<file path="src/rtl/te_fanout_iso.sv">
// te_fanout_iso -- timing-engine fanout from one source power domain to NCH
// sink domains. Each sink channel has its own isolation sequencer:
//   ISO    : output clamped to CLAMP_VAL
//   SETTLE : still clamped, waiting SETTLE_CYC cycles after release
//   PASS   : registered source data flows through
// A channel leaves PASS on its own iso_req bit or on loss of source power.
// It also keeps a saturating count of PASS->ISO entries.
//
// Ports
//   ck          clock
//   arst        async active-low reset
//   src_data    [W]       timing-engine bundle from the source domain
//   src_pwr_ok            source domain powered; low isolates every channel
//   iso_req     [NCH]     per-channel isolation request
//   snk_data    [NCH*W]   channel i at [i*W +: W]
//   iso_ack     [NCH]     channel isolated or settling (flop based)
//   snk_live    [NCH]     channel in PASS (flop based)
//   iso_events  [NCH*8]   channel i at [i*8 +: 8], saturating PASS->ISO count

// Per-channel isolation sequencer and output gate.
module te_fanout_ch #(
    parameter int             W          = 2,
    parameter logic [W-1:0]   CLAMP_VAL  = '0,
    parameter int             SETTLE_CYC = 4
) (
    input  logic         ck,
    input  logic         arst,
    input  logic [W-1:0] data_q,
    input  logic         force_iso,
    output logic [W-1:0] snk_data,
    output logic         iso_ack,
    output logic         snk_live,
    output logic [7:0]   iso_events
);
    localparam int CW = $clog2(SETTLE_CYC + 1);

    typedef enum logic [1:0] {
        ST_ISO    = 2'd0,
        ST_SETTLE = 2'd1,
        ST_PASS   = 2'd2
    } state_t;

    state_t          state_q, state_d;
    logic [CW-1:0]   cnt_q, cnt_d;
    logic [7:0]      ev_q, ev_d;

    always_ff @(posedge ck or negedge arst) begin
        if (!arst) begin
            state_q <= ST_ISO;
            cnt_q   <= '0;
            ev_q    <= '0;
        end else begin
            state_q <= state_d;
            cnt_q   <= cnt_d;
            ev_q    <= ev_d;
        end
    end

    always_comb begin
        state_d = state_q;
        cnt_d   = cnt_q;
        ev_d    = ev_q;
        case (state_q)
            ST_ISO: begin
                if (!force_iso) begin
                    state_d = ST_SETTLE;
                    cnt_d   = '0;
                end
            end
            ST_SETTLE: begin
                // An abort wins over completion; the partial count is dropped
                // and re-initialised on the next ISO exit.
                if (force_iso)
                    state_d = ST_ISO;
                else if (cnt_q == CW'(SETTLE_CYC - 1))
                    state_d = ST_PASS;
                else
                    cnt_d = cnt_q + 1'b1;
            end
            ST_PASS: begin
                if (force_iso) begin
                    state_d = ST_ISO;
                    if (ev_q != 8'hFF)
                        ev_d = ev_q + 8'd1;
                end
            end
            default: state_d = ST_ISO;
        endcase
    end

    // Gating also looks at force_iso directly so that the clamp takes effect in
    // the same cycle as the request, before the state flop catches up.
    assign snk_data   = (state_q == ST_PASS && !force_iso) ? data_q : CLAMP_VAL;
    assign iso_ack    = (state_q != ST_PASS);
    assign snk_live   = (state_q == ST_PASS);
    assign iso_events = ev_q;
endmodule

module te_fanout_iso #(
    parameter int             NCH        = 2,
    parameter int             W          = 2,
    parameter logic [W-1:0]   CLAMP_VAL  = '0,
    parameter int             SETTLE_CYC = 4
) (
    input  logic             ck,
    input  logic             arst,
    input  logic [W-1:0]     src_data,
    input  logic             src_pwr_ok,
    input  logic [NCH-1:0]   iso_req,
    output logic [NCH*W-1:0] snk_data,
    output logic [NCH-1:0]   iso_ack,
    output logic [NCH-1:0]   snk_live,
    output logic [NCH*8-1:0] iso_events
);
    logic [W-1:0]   data_q;
    logic [NCH-1:0] force_iso;

    // One capture register shared by every channel.
    always_ff @(posedge ck or negedge arst) begin
        if (!arst) data_q <= '0;
        else       data_q <= src_data;
    end

    assign force_iso = iso_req | {NCH{~src_pwr_ok}};

    for (genvar i = 0; i < NCH; i++) begin : g_ch
        te_fanout_ch #(
            .W          (W),
            .CLAMP_VAL  (CLAMP_VAL),
            .SETTLE_CYC (SETTLE_CYC)
        ) u_ch (
            .ck         (ck),
            .arst       (arst),
            .data_q     (data_q),
            .force_iso  (force_iso[i]),
            .snk_data   (snk_data[i*W +: W]),
            .iso_ack    (iso_ack[i]),
            .snk_live   (snk_live[i]),
            .iso_events (iso_events[i*8 +: 8])
        );
    end
endmodule

</file>
<file path="config.mk">
export PLATFORM = sky130hd
export DESIGN_NAME = te_fanout_iso
export DESIGN_NICKNAME = d
export VERILOG_FILES = /design/src/rtl/te_fanout_iso.sv
export SDC_FILE = /design/constraint.sdc
export NUM_CORES = 1
export LEC_CHECK = 0
export CAP_MARGIN = 20
export CORE_MARGIN = 2
export CORE_UTILIZATION = 31
export CTS_BUF_LIST = sky130_fd_sc_hd__clkbuf_8
export CTS_CLUSTER_DIAMETER = 100
export DETAILED_ROUTE_END_ITERATION = 12
export PLACE_DENSITY = 0.55
export SLEW_MARGIN = 20
export SYNTH_ARGS = -nofsm -noshare
export SYNTH_HDL_FRONTEND = slang
export SYNTH_SLANG_ARGS = --single-unit
</file>
<file path="constraint.sdc">
create_clock -name ck -period 1.8 [get_ports ck]
set_input_delay 0.18 -clock ck [delete_from_list [all_inputs] [get_ports ck]]
set_output_delay 0.18 -clock ck [all_outputs]
set_load 0.05 [all_outputs]
</file>
==> key figures, run 1 <==
Floorplan
  • # IOs: 31
  • CORE AREA: 0.004354 mm²
  • Core Rows: 24
  • DIE AREA: 0.005079 mm²
  • Die Width: 71.27 µm
  • Die height: 71.27 µm
  • Initial Util: 32.21%

Placed design
  • Routability cong.: 0.8207
  • Cell count after placement: 214
  • Final HPWL DP: 2227 µm
  • Port Buffers: 30

Clocking
  • Hold_buf cts: 0
  • Root Buffer: clkbuf_8
  • CTS tree: done
  • CTS H-Tree Depth: 1
  • Resized Gates After CTS: 0
  • Post-CTS Setup Inserts: 0
  • Total CTS buffers: 3
  • Skew-Pair Late Insertion Delay: 0.28 ns
  • Reg clk slew, reported paths: 0.10 ns
  • Clock Sink Count: 28
  • Clk buf depth: 2

Worst hold path
  • Hold Crit Class: input port to asynchronous set/reset pin

Worst setup path
  • Critical path's largest stage delay: 0.84 ns
  • CP max stage cell: clkdlybuf4s50_1
  • Crit Path Category: flip-flop to output pin
  • Required @ worst endpoint: 1.62 ns
  • Type of origin of the critical path: flip-flop
  • CP Cell Sequence: clkdlybuf4s50_1
  • Crit Path Max Fanout: 7
  • CP arrival: 1.57 ns
  • WP buf/inv: 1
  • Family with the most delay on the worst path: buffers and inverters
  • Worst setup EP type: output pin

Cells and area
  • Ant diodes: 0
  • Layout Nets: 180
  • Area grow syn2layout: 29.88%
  • Layout Cells excl Fill: 218
  • Share of cells above drive strength 1: 16.27%

Global routing
  • Via count of the first global-routing pass: 1078
  • Global route overflow: 0
  • GRT Resource Usage Total: 12.63%
  • First-pass GRT wire length: 5064 µm
  • Pin count of the biggest net entering global routing: 29
  • Initial antenna violation count: 0

Power
  • Peak VDD IR: 0.2996 mV
  • Leak: 0.8895 nW
  • Total chip power: 1.124 mW
  • Pwr dens: 617.2 mW/mm²

Timing
  • Period utilization: 97.11%
  • Tmin final: 1.748 ns
  • Unrepaired setup endpoints after global routing: no
  • Max Clock Freq: 572.1 MHz
  • Hold slack: 0.2583 ns
  • Pins Over Slew Limit: 0
  • Slew HR: 65.57%
  • Tightest Pin Transition: 0.5148 ns
  • Setup violations, final: 0
  • Clock skew: 0.002368 ns
  • Hold Fails Final Rpt: 0
  • Final setup TNS: 0 ns

Routing
  • WL/cell: 13.17 µm
  • Vias per std cell: 4.858
  • Total wire length: 2871 µm
  • Wire length on met3: 66 µm
  • Via count: 1059
  • Post-Route M1 WL: 1332 µm
  • DR WL met2: 1416 µm
  • First-pass iteration count of the detailed router: 2
  • # DRC: 0
  • Routed Antenna Nets: 0
  • Initial detailed-routing violation count: 37
  • Max layer used: met4

Synth
  • Syn Inst Count: 135
  • Syn avg cell area: 10.39 µm²
  • Mapped Area: 0.001403 mm²
  • Seq cells post-synth: 28
  • Ys Warns: 0
  • Yosys cell types: 29
  • Seq/Total Area, Yosys: 49.96%
  • Total nets after synthesis: 148

Flow run
  • Max-cap viol count: 0

Status
  • Status: completed
[cells by family after synthesis]
family | count (synthesis) | synth area share [%]
compound gates | 21 | 9.010
xor+xnor | 6 | 3.747
fa+ha+maj | 6 | 5.352
buf+inv | 12 | 4.282
flops | 28 | 49.96
mux | 8 | 6.334
simple gates | 54 | 21.32
[per-layer routing]
layer / GRT usage [%] / vias up
li1: - / 525
met1: 16.26 / 520
met2: 20.99 / 9
met3: 1.969 / 5
met4: 5.660 / 0
met5: 0 / -
[through the flow]
step | setup WS [ns] | utilization (%) | cell area [µm²]
floorplan | 0.0007993 | - | 1404
global route | 0.004230 | 41.84 | 1822
detailed placement | 0.08394 | 40.69 | 1772
global placement | 0.1169 | 40.69 | 1772
CTS | 0.03348 | 41.72 | 1817
finish | 0.05200 | 41.84 | 1822
[worst paths after layout]
| check | start | to | slack (ns) | cells past startpoint |
|---|---|---|---|---|
| min in group ck | src_data[1] | data_q[1] | 0.33 | 1 |
| worst min-delay path | arst | g_ch[0].u_ch.iso_events[1] | 0.26 | 2 |
| worst max-delay path | g_ch[1].u_ch.iso_events[7] | iso_events[15] | 0.05 | 1 |
| worst max register to register | g_ch[0].u_ch.iso_events[1] | g_ch[0].u_ch.iso_events[1] | 0.23 | 4 |
| worst min register to register | g_ch[1].u_ch.cnt_q[2] | g_ch[1].u_ch.cnt_q[2] | 0.49 | 2 |
| max in group asynchronous | arst | g_ch[0].u_ch.iso_events[0] | 1.27 | 2 |
[cells in the final DEF, fill, tap and decap left out, drive strengths merged, types with 2 or more instances in the layout]
master,synthesis,layout
a21oi,5,5
nor2b,2,2
inv,8,9
o21ai,9,9
dlymetal6s2s,0,2
nand4,3,3
nor3,2,2
a22o,3,3
nor2,11,11
dfrtp,28,28
nand2b,7,7
a211oi,2,2
xnor2,3,3
nand3b,3,3
mux2,7,7
clkbuf,0,3
nand3,7,7
nand2,10,10
clkdlybuf4s50,0,18
and3,6,6
ha,6,6
xor2,3,3
buf,4,11
[synthesized netlist by cell type]
master / n / share of area, %
dfrtp_1: 28 / 50
nand2_1: 10 / 2.7
nor2_1: 10 / 2.7
o21ai_0: 9 / 3.2
inv_1: 7 / 1.9
mux2_2: 7 / 5.6
nand3_1: 7 / 2.5
and3_1: 6 / 2.7
ha_1: 6 / 5.4
a21oi_1: 5 / 1.8
nand2b_1: 5 / 2.2
buf_4: 4 / 2.1
a22o_1: 3 / 1.9
nand3b_1: 3 / 1.6
nand4_1: 3 / 1.3
xnor2_1: 3 / 1.9
xor2_1: 3 / 1.9
a211oi_1: 2 / 1.1
nand2b_4: 2 / 2.0
nor2b_1: 2 / 0.89
nor3_1: 2 / 0.71
a211o_1: 1 / 0.62
a31oi_1: 1 / 0.45
inv_2: 1 / 0.27
mux2i_1: 1 / 0.71
nor2_2: 1 / 0.45
nor3b_1: 1 / 0.54
or2_2: 1 / 0.45
or3b_1: 1 / 0.62
[area by class of cell]
type,count,area [µm²]
clock inverters,1,3.754
repair buffers,31,337.8
well taps,52,65.06
multi-input cells,95,641.9
inverters,8,30.03
clock buffers,3,41.29
fillers,426,2532
flip-flops and latches,28,701.9
[report_power, final]
| part | internal (mW) | switching, mW |
|---|---|---|
| Sequential | 0.648 | 0.0177 |
| Combinational | 0.0458 | 0.0580 |
| Clock | 0.154 | 0.201 |
[registers in the layout, indices dropped and copies added (netlist names)]
| name | cells |
|---|---|
| g_ch.u_ch.iso_events | 16 |
| g_ch.u_ch.cnt_q | 6 |
| g_ch.u_ch.state_q | 4 |
| data_q | 2 |
Note: power is estimated with default switching activity, not from simulation.
==> run 2, diff against run 1 <==
Settings changed: SLEW_MARGIN 20 to 10.
Clock period 1.8 ns to 1.7 ns, I/O delays scaled along.
==> key figures, run 2 (synthesized netlist as in run 1, its figures left out) <==
Global routing
  • GRT Resource Usage Total: 12.93%
  • Initial antenna violation count: 0
  • Via count of the first global-routing pass: 1133
  • GRT met1 Usage: 18.17%
  • Met2 GRT Util: 20.68%
  • Pin count of the biggest net entering global routing: 29
  • Global route overflow: 0
  • First-pass GRT wire length: 5285 µm
  • GRT busiest layer: met2
  • GR Util met3: 1.688%

Floorplan
  • Die height: 71.27 µm
  • DIE AREA: 0.005079 mm²
  • # IOs: 31
  • Die Width: 71.27 µm
  • Initial Util: 32.21%
  • Core Rows: 24
  • CORE AREA: 0.004354 mm²

Timing
  • Tightest Pin Transition: 0.4879 ns
  • Clock skew: 0.006544 ns
  • Setup ws final: 0.07621 ns
  • Hold Fails Final Rpt: 0
  • Pins Over Slew Limit: 0
  • Slew HR: 67.37%
  • Tmin final: 1.624 ns
  • Setup violations, final: 0
  • Max Clock Freq: 615.8 MHz
  • Hold slack: 0.2695 ns
  • Period utilization: 95.52%
  • Unrepaired setup endpoints after global routing: no

Cells and area
  • Share of cells above drive strength 1: 26.63%
  • Most frequent cells in the layout: 26 x dfrtp_1, 21 x buf_4, 10 x nand2_1, 10 x nor2_1, 8 x o21ai_0
  • Most common cell after layout, fill and taps aside: dfrtp_1
  • Ant diodes: 0
  • Max FFs per register: 16
  • Final core utilization: 42.70%
  • Layout Cells excl Fill: 221
  • Layout Nets: 183
  • Area grow syn2layout: 32.56%
  • Fillers: 410

Routing
  • Via count: 1071
  • Total wire length: 2965 µm
  • First-pass iteration count of the detailed router: 4
  • WL/cell: 13.42 µm
  • # DRC: 0
  • Initial detailed-routing violation count: 50
  • Routed Antenna Nets: 0
  • Vias per std cell: 4.846

Power
  • Net Sw Frac: 21.30%
  • Pwr dens: 717.1 mW/mm²
  • Peak VDD IR: 0.3141 mV
  • Psw: 0.2840 mW
  • Sequential share of power: 53.0%
  • Clk pwr share: 38.7%
  • Leak: 0.8998 nW
  • Logic gate share of total power: 8.3%
  • Cell Int Power: 1.049 mW
  • Total chip power: 1.333 mW

Worst setup path
  • Critical R2R Launch: g_ch[1].u_ch.state_q[0]
  • Critical Path Source: g_ch[0].u_ch.iso_events[1]
  • Required @ worst endpoint: 1.53 ns
  • Critical path's largest stage delay: 0.80 ns
  • CP Cell Sequence: clkdlybuf4s50_1
  • Family with the most delay on the worst path: buffers and inverters
  • Type of origin of the critical path: flip-flop
  • Crit Path Max Fanout: 4
  • Worst setup EP type: output pin
  • CP max stage cell: clkdlybuf4s50_1
  • Crit Path Category: flip-flop to output pin
  • WP buf/inv: 1
  • CP arrival: 1.45 ns

Clocking
  • Post-CTS Setup Inserts: 0
  • Clk buf depth: 2
  • Hold_buf cts: 0
  • Skew-Pair Late Insertion Delay: 0.27 ns
  • CTS tree: done
  • Reg clk slew, reported paths: 0.10 ns
  • Total CTS buffers: 3
  • CTS H-Tree Depth: 1
  • Clock Sink Count: 28
  • Root Buffer: clkbuf_8

Placed design
  • Dpl ws: -0.01131 ns
  • Port Buffers: 30
  • Routability cong.: 0.8398
  • Cell count after placement: 217
  • Final HPWL DP: 2257 µm

Flow run
  • Max-cap viol count: 0

Worst hold path
  • Hold Crit Class: input port to asynchronous set/reset pin

Status
  • Status: completed
-- run 2: changes by cell type in the layout (fill, tap and decap cells not counted), sizes merged --
cell	previous run	this run
buf	11	27
bufinv	0	1
clkdlybuf4s50	18	7
dlymetal6s2s	2	0
inv	9	8
-- run 2: cell type report --
cell class / count / area (µm²) / share of cell area, %
sequential: 28 / 703.2 / 37.82
timing repair buffer: 34 / 347.8 / 18.71
inverter: 8 / 30.03 / 1.615
clock buffer: 3 / 41.29 / 2.221
tap: 52 / 65.06 / 3.499
clock inverter: 1 / 30.03 / 1.615
multi-input combinational: 95 / 641.9 / 34.52
-- run 2: path summary, 6_finish.rpt --
kind	endpoint	slack (ns)	cells after the start
max in group asynchronous	g_ch[0].u_ch.iso_events[1]	1.14	2
min in group ck	data_q[1]	0.33	1
hold reg to reg	g_ch[1].u_ch.cnt_q[2]	0.50	2
setup reg to reg	g_ch[1].u_ch.iso_events[6]	0.12	5
hold / removal	g_ch[1].u_ch.state_q[0]	0.27	2
setup / recovery	iso_events[1]	0.08	1
-- run 2: power groups by stage --
| stage | sequential, mW | clock [mW] | combinational [mW] |
|---|---|---|---|
| after floorplan | 0.735 | 0 | 0.0401 |
| after global placement | 0.717 | 0 | 0.108 |
| after detailed placement | 0.719 | 0 | 0.114 |
| after CTS | 0.706 | 0.541 | 0.114 |
| after global routing | 0.709 | 0.570 | 0.125 |
| final | 0.706 | 0.516 | 0.111 |
-- run 2: layer usage --
metal | vias up | part of all wire (%)
met5 | - | 0
met4 | 0 | 0.64
met3 | 2 | 2.4
met2 | 15 | 50
met1 | 518 | 47
li1 | 536 | -
-- run 2: per-stage QoR --
step                      cell area, µm²  TNS [ns]
after floorplan                     1405         0
after global placement              1788         0
after detailed placement            1788  -0.01555
after CTS                           1859         0
after global routing                1859         0
final                               1859         0
-- run 2: what timing repair did --
item                                   4_1_cts  5_1_grt
setup endpoints to repair                    0        1
gates resized for setup                      0        1
endpoints found under the hold margin        0        0
==> run 3, diff against run 2 <==
Settings changed: TNS_END_PERCENT set to 50.
==> results of run 3 <==
The final DEF is identical to that of run 2; final timing and power are the same.
